$ cat src/rtl/pc_sequencer.sv
// Program-counter sequencer: start/done handshake, one-cycle prime state, and next-PC selection
// (increment, branch/jump, call/return via a small return-address stack).
module pc_sequencer #(
    parameter int unsigned A     = 10,
    parameter int unsigned DEPTH = 4,
    localparam int unsigned SW   = $clog2(DEPTH + 1)
) (
    input  logic          clk,
    input  logic          Reset,
    input  logic          Start,
    input  logic          Halt,
    input  logic          BranchTaken,
    input  logic          Jump,
    input  logic          Call,
    input  logic          Ret,
    input  logic [A-1:0]  Target,
    output logic [A-1:0]  ProgCtr,
    output logic          Running,
    output logic          Done,
    output logic          Fault,
    output logic [SW-1:0] StackDepth
);

    localparam int unsigned IW = (DEPTH > 1) ? $clog2(DEPTH) : 1;

    typedef enum logic [1:0] {StIdle, StPrime, StRun, StDone} state_e;

    state_e          state_q, state_d;
    logic [A-1:0]    pc_q, pc_d;
    logic [SW-1:0]   sp_q, sp_d;
    logic            fault_q, fault_d;
    logic            push;
    logic [A-1:0]    stack_q [DEPTH];
    logic [IW-1:0]   push_idx, pop_idx;
    logic [A-1:0]    pc_inc;

    assign pc_inc   = pc_q + A'(1);
    assign push_idx = IW'(sp_q);
    assign pop_idx  = IW'(sp_q - SW'(1));

    always_ff @(posedge clk) begin
        if (Reset) begin
            state_q <= StIdle;
            pc_q    <= '0;
            sp_q    <= '0;
            fault_q <= 1'b0;
        end else begin
            state_q <= state_d;
            pc_q    <= pc_d;
            sp_q    <= sp_d;
            fault_q <= fault_d;
        end
    end

    // Stack contents need no reset: only entries below sp_q are ever read.
    always_ff @(posedge clk) begin
        if (push) begin
            stack_q[push_idx] <= pc_inc;
        end
    end

    always_comb begin
        state_d = state_q;
        pc_d    = pc_q;
        sp_d    = sp_q;
        fault_d = fault_q;
        push    = 1'b0;
        unique case (state_q)
            StIdle: begin
                pc_d = '0;
                if (Start) begin
                    state_d = StPrime;
                end
            end
            StPrime: begin
                pc_d    = '0;
                state_d = StRun;
            end
            StRun: begin
                if (Halt) begin
                    state_d = StDone;
                end else if (Ret) begin
                    if (sp_q == '0) begin
                        fault_d = 1'b1;
                        state_d = StDone;
                    end else begin
                        pc_d = stack_q[pop_idx];
                        sp_d = sp_q - SW'(1);
                    end
                end else if (Call) begin
                    if (sp_q == SW'(DEPTH)) begin
                        fault_d = 1'b1;
                        state_d = StDone;
                    end else begin
                        push = 1'b1;
                        pc_d = Target;
                        sp_d = sp_q + SW'(1);
                    end
                end else if (Jump || BranchTaken) begin
                    pc_d = Target;
                end else begin
                    pc_d = pc_inc;
                end
            end
            StDone: begin
                if (Start) begin
                    state_d = StPrime;
                    pc_d    = '0;
                    sp_d    = '0;
                    fault_d = 1'b0;
                end
            end
            default: state_d = StIdle;
        endcase
    end

    always_comb begin
        Running = (state_q == StRun);
        Done    = (state_q == StDone);
    end

    assign ProgCtr    = pc_q;
    assign Fault      = fault_q;
    assign StackDepth = sp_q;

endmodule

$ cat config.mk
export PLATFORM = sky130hd
export DESIGN_NAME = pc_sequencer
export DESIGN_NICKNAME = d
export VERILOG_FILES = /design/src/rtl/pc_sequencer.sv
export SDC_FILE = /design/constraint.sdc
export NUM_CORES = 1
export LEC_CHECK = 0
export CORE_AREA = 2 2 91 93
export DETAILED_ROUTE_END_ITERATION = 7
export DIE_AREA = 0 0 93 95
export GPL_ROUTABILITY_DRIVEN = 1
export PLACE_DENSITY = 0.52
export SLEW_MARGIN = 10
export SYNTH_ARGS = -nofsm -noshare
export SYNTH_HDL_FRONTEND = slang
export SYNTH_SLANG_ARGS = --single-unit
$ cat constraint.sdc
create_clock -name clk -period 6.3 [get_ports clk]
set_input_delay 1.26 -clock clk [delete_from_list [all_inputs] [get_ports clk]]
set_output_delay 1.26 -clock clk [all_outputs]
set_load 0.03 [all_outputs]
Word level (Yosys, flattened, before mapping)
Memory sizes are Yosys's and may differ from the RTL's. Index checks and enable logic that the tools add are counted.

Input port bits: 18. Memory bits (writable): 40. Memories kept: 1. Register bits after elaboration: 16. Output and inout bits: 16.

Multiplexer cells: 36. Reduce and logical (&&, ||, !) cells: 10. $add $sub $neg: 3. Equal/unequal tests: 16.

Memory list: stack_q (depth 4, bits a word 10, rd ports 1, clocked after memory_dff 0, write ports 1, line 33) `logic [A-1:0] stack_q [DEPTH];`.

Operators by type and width (number): two-way mux 10 bit (7); case mux 10 bit (3 select lines) (1); two-way mux 3 bit (6); two-way mux 1 bit (13); two-way mux 2 bit (6); AND reduction 6 bit (2); adder 10 x 1 -> 10 bit (second input constant) (1); != test 3 bit (second input constant) (3); != test 4 x 3 -> 1 bit (second input constant) (2); != test 4 bit (second input constant) (2); AND reduction 4 bit (2); != test 3 x 2 -> 1 bit (second input constant) (2); case mux 2 bit (3 select lines) (1); case mux 3 bit (2 select lines) (1); equality test 2 bit (second input constant) (2); != test 2 bit (second input constant) (2); OR reduction 2 bit (2); adder 3 x 1 -> 3 bit (second input constant) (1); equality test 3 bit (second input constant) (1); zero test 3 bit (1); subtractor 3 x 1 -> 3 bit (second input constant) (1); equality test 2 x 1 -> 1 bit (second input constant) (1); zero test 2 bit (1); != test 2 x 1 -> 1 bit (second input constant) (1); 3 further kinds (3).

Longest topological paths before layout
Depth after elaboration: 8. Mapped depth: 8.

Worst setup path after synthesis
Ideal clock, no wire load.

Path type: input to register. From: input Ret. To: memory stack_q[0][0], enable pin. Path slack: 3.716 ns. Path buffers: 1. Arrival time: 2.241 ns. Stages on the path: 5. Library setup time: 0.343 ns. Cell sequence: buf_2 > inv_1 > nand2_1 > nor3b_1 > and2_1.

Longest elaborated chain between the ends: 5.

Ends and longest elaborated chain: start: declaration (line 15) `input logic Ret,`; two-way mux 1 bit (line 82) `end else if (Ret) begin`; two-way mux 1 bit (line 80) `if (Halt) begin`; two-way mux 1 bit (line 68) `unique case (state_q)`; two-way mux 1 bit (line 57) `if (push) begin`; two-way mux 1 bit (implied by the code) (line 58) `stack_q[push_idx] <= pc_inc;`; end: declaration (line 33).

Every way passes these cells.

Worst setup path after layout
From: input Ret. To: memory stack_q[2][9], enable pin.

The elaborated chain is that of the path after synthesis.

==> results list <==
- Dominant cells by area after synthesis: sky130_fd_sc_hd__edfxtp_1 44%, sky130_fd_sc_hd__dfxtp_1 12%, sky130_fd_sc_hd__mux4_2 8.2%
* Highest clock rate: between 200 and 300 MHz
* CP arrival: 3.45 ns
- The synthesized netlist contains 52 unique library cells.
* Post-CTS setup buffers: 0
* Outcome: finished, final reports clean
- Ys flop type: sky130_fd_sc_hd__edfxtp_1
* Dominant cell type by area after synthesis: sky130_fd_sc_hd__edfxtp_1
* Net count after synthesis: 241
- The total area inside the core boundary comes to about 7900 um2.
- Yosys instantiated no cell more often than sky130_fd_sc_hd__edfxtp_1.
* Detailed-route wire length per cell: 16.9 um
- For the final database, setup skew stands at approximately 0.012 ns.
- After clock tree synthesis, the clock-pin slew on the worst setup and hold paths is ~0.1 ns.
* Number of remaining DRC errors: 0
- Of the available clock period, the critical path in the final layout requires 55.4%.
* RSZ-0062 raised after global routing: false
* Startpoint types: input port
- Overflow left after global routing: 0
- Summing every instance area after synthesis gives 2730 um2.
- Fraction of layout instances using a drive strength above 1: between 10% and 20%
* Detailed-route wire length: just under 6000 um
* Post-CTS Hold Fix Bufs: 0
* Clock latency at the later pin of the worst-skew pair: 0.31 ns
* Endpoint class of the critical path: flip-flop
- The count of buffers added on input and output ports is 33.
- The initialized floorplan defines 33 standard-cell rows.
- The via count of the first global-routing pass came to 1,727.
- Power Dens Cells: around 340 nW/um2
* Final period demand of the worst path: 3.49 ns
* Largest net degree at the start of global routing: 22
* Overall track demand over capacity in global routing: between 10% and 20%
- During synthesis, Yosys emitted a total of 0 warnings.
* Number of instances resized during post-cts repair: 0
- Total negative slack: 0 ns
- Final RePlAce weighted congestion: 0.735
- Final number of setup-violating endpoints: 0
- Synth-to-Final Area Change: 18.9%
* Post-placement cell area: roughly 3200 um2
- The detail route stage leaves a number of antenna-violating nets equal to 0.
- The initial antenna violation count was 0.
* Number of buffers added by the clock tree synthesis step: 5
- CTS placed an instance of sky130_fd_sc_hd__clkbuf_8 at the clock tree root.
* Number of max-slew violations in the final report: 0
* Wire length of the first global-routing pass: between 9000 and 10,000 um
- For this configuration, the core starts out at a cell density of 34.5%.
- Post-layout nets: 274
- Hold/Removal Path Class: reg -> reg
* Number of ports placed on the die boundary: 34
- Worst supply voltage drop on vdd: 0.000104 V
- Max-cap viol count: 0
- The number of failing hold endpoints at the final stage is 0.
* Area fraction of the dominant cell type after synthesis: 43.9%
* Die span in x: 93 um
* Die Y-Extent: about 95 um
- H-tree levels: 2
- Largest fanout on the critical path: 21
* Required time at the endpoint of the critical path: 6.26 ns
* Leakage power figure: around 1.1 nW
* Seq/Total Area, Yosys: 55.7%
- Clock tree from TritonCTS: done
- Count of flip-flops with a built-in enable after synthesis: 40
- Number of buffers between clock root and the deepest sink: 2
* Worst slew pin tran: 0.859 ns
- In this run, the number of DRC markers left after iteration 0 of detailed routing was 76.
- Counting instances in the post-synthesis netlist gives the leading cell types as 40 x sky130_fd_sc_hd__edfxtp_1, 17 x sky130_fd_sc_hd__nand2_1, 17 x sky130_fd_sc_hd__nor2_1, 16 x sky130_fd_sc_hd__dfxtp_1.
- After synthesis the netlist holds a flip-flop and latch count of 56.
* Worst slew slack as a fraction of its limit: 42.7%
- Cell count after synthesis: ~210
* Drt first pass iters: 4
- The worst setup path is of the in -> reg kind.
* Diode insertion count for antenna repair: 0
* Fraction of registers with async set or reset after synthesis: 0%
- After detailed routing, the number of vias per cell comes to between 5 and 6.
* Overall die area: a little under 9000 um2
- Final design area excluding fillers: roughly 3300 um2
* Avg Inst Size Synth: 12.8 um2
- Summing over every cut layer, the via total after detailed routing is 1,779.
* HPWL after detailed placement: 4600 um
* Total clock sinks: 56
==> logic make-up (layout without fill, tap and decap cells) <==
logic type,after synthesis,in the layout,synth area share (%)
buffers and inverters,16,50,2.70
adder cells (fa/ha/maj),9,9,4.12
flip-flops,56,56,55.7
AO/OA/AOI/OAI,47,47,12.3
AND/OR/NAND/NOR,65,65,12.5
multiplexers,12,12,9.02
XOR/XNOR,9,9,3.71
==> sequential cells by signal, summed over array words and instances (netlist names) <==
signal      count
stack_q        40
ProgCtr        10
StackDepth      3
state_q         2
Fault           1
==> power breakdown <==
part | internal [W] | switching, W | total (W)
clock network | 0.0000814 | 0.000124 | 0.000205
registers | 0.000429 | 0.0000532 | 0.000482
logic | 0.000197 | 0.000227 | 0.000424
total | 0.000707 | 0.000404 | 0.00111
==> final cells by class <==
class | instances | area (um2)
inverter | 9 | 33.8
tap | 105 | 131
multi-input combinational | 142 | 1140
clock buffer | 5 | 68.8
sequential | 56 | 1520
timing repair buffer | 33 | 330
clock inverter | 3 | 26.3
fill | 757 | 4680
==> layer usage <==
layer	track usage, %	share of wire [%]	vias to the layer above
li1	-	-	875
met2	19.9	43	36
met5	0	0	-
met1	22.1	52	860
met3	2.87	2.9	8
met4	6.62	2.5	0
==> through the flow <==
stage | total power [W] | setup slack [ns] | utilization [%] | hold slack [ns] | cells
2_1_floorplan | 0.000792 | 3.72 | - | 0.483 | 214
3_3_place_gp | 0.000918 | 2.60 | 39.8 | 0.486 | 345
3_5_place_dp | 0.000915 | 2.48 | 39.8 | 0.501 | 345
4_1_cts | 0.00112 | 2.82 | 41.0 | 0.525 | 353
5_1_grt | 0.00118 | 2.57 | 41.0 | 0.551 | 353
6_report | 0.00111 | 2.81 | 41.0 | 0.524 | 353
==> critical path: stages <==
cell and delay, ns:
sky130_fd_sc_hd__clkdlybuf4s50_1 0.79, sky130_fd_sc_hd__inv_1 0.27, sky130_fd_sc_hd__nand2_1 0.14, sky130_fd_sc_hd__nor3b_1 0.48, sky130_fd_sc_hd__and2_1 0.50
==> placed cells by master (no fill, tap or decap), types with 2 or more instances in the layout <==
cell / count
sky130_fd_sc_hd__a21oi_1: 10
sky130_fd_sc_hd__o31ai_1: 3
sky130_fd_sc_hd__xnor2_1: 4
sky130_fd_sc_hd__xnor2_2: 3
sky130_fd_sc_hd__clkbuf_8: 5
sky130_fd_sc_hd__o2bb2ai_1: 3
sky130_fd_sc_hd__o21ai_0: 2
sky130_fd_sc_hd__o21ai_1: 9
sky130_fd_sc_hd__clkdlybuf4s50_1: 33
sky130_fd_sc_hd__nor3_1: 2
sky130_fd_sc_hd__and2_1: 5
sky130_fd_sc_hd__nand2_1: 17
sky130_fd_sc_hd__clkinv_4: 2
sky130_fd_sc_hd__dfxtp_1: 16
sky130_fd_sc_hd__a21o_1: 3
sky130_fd_sc_hd__nand3_1: 6
sky130_fd_sc_hd__ha_1: 9
sky130_fd_sc_hd__xor2_1: 2
sky130_fd_sc_hd__a22o_1: 3
sky130_fd_sc_hd__a211oi_1: 2
sky130_fd_sc_hd__nor2_1: 17
sky130_fd_sc_hd__edfxtp_1: 40
sky130_fd_sc_hd__nand3b_1: 2
sky130_fd_sc_hd__mux4_2: 10
sky130_fd_sc_hd__o211ai_1: 2
sky130_fd_sc_hd__inv_1: 9
sky130_fd_sc_hd__o22ai_1: 2
sky130_fd_sc_hd__a211oi_2: 2
==> worst paths after layout <==
| kind | start | end | slack (ns) | cells after the start |
|---|---|---|---|---|
| setup / recovery | Ret | stack_q[2][9] | 2.81 | 5 |
| hold / removal | state_q[1] | state_q[1] | 0.52 | 2 |
| setup reg to reg | StackDepth[0] | stack_q[2][9] | 3.28 | 5 |
| hold reg to reg | state_q[1] | state_q[1] | 0.52 | 2 |
Note: power is estimated with default switching activity, not from simulation.
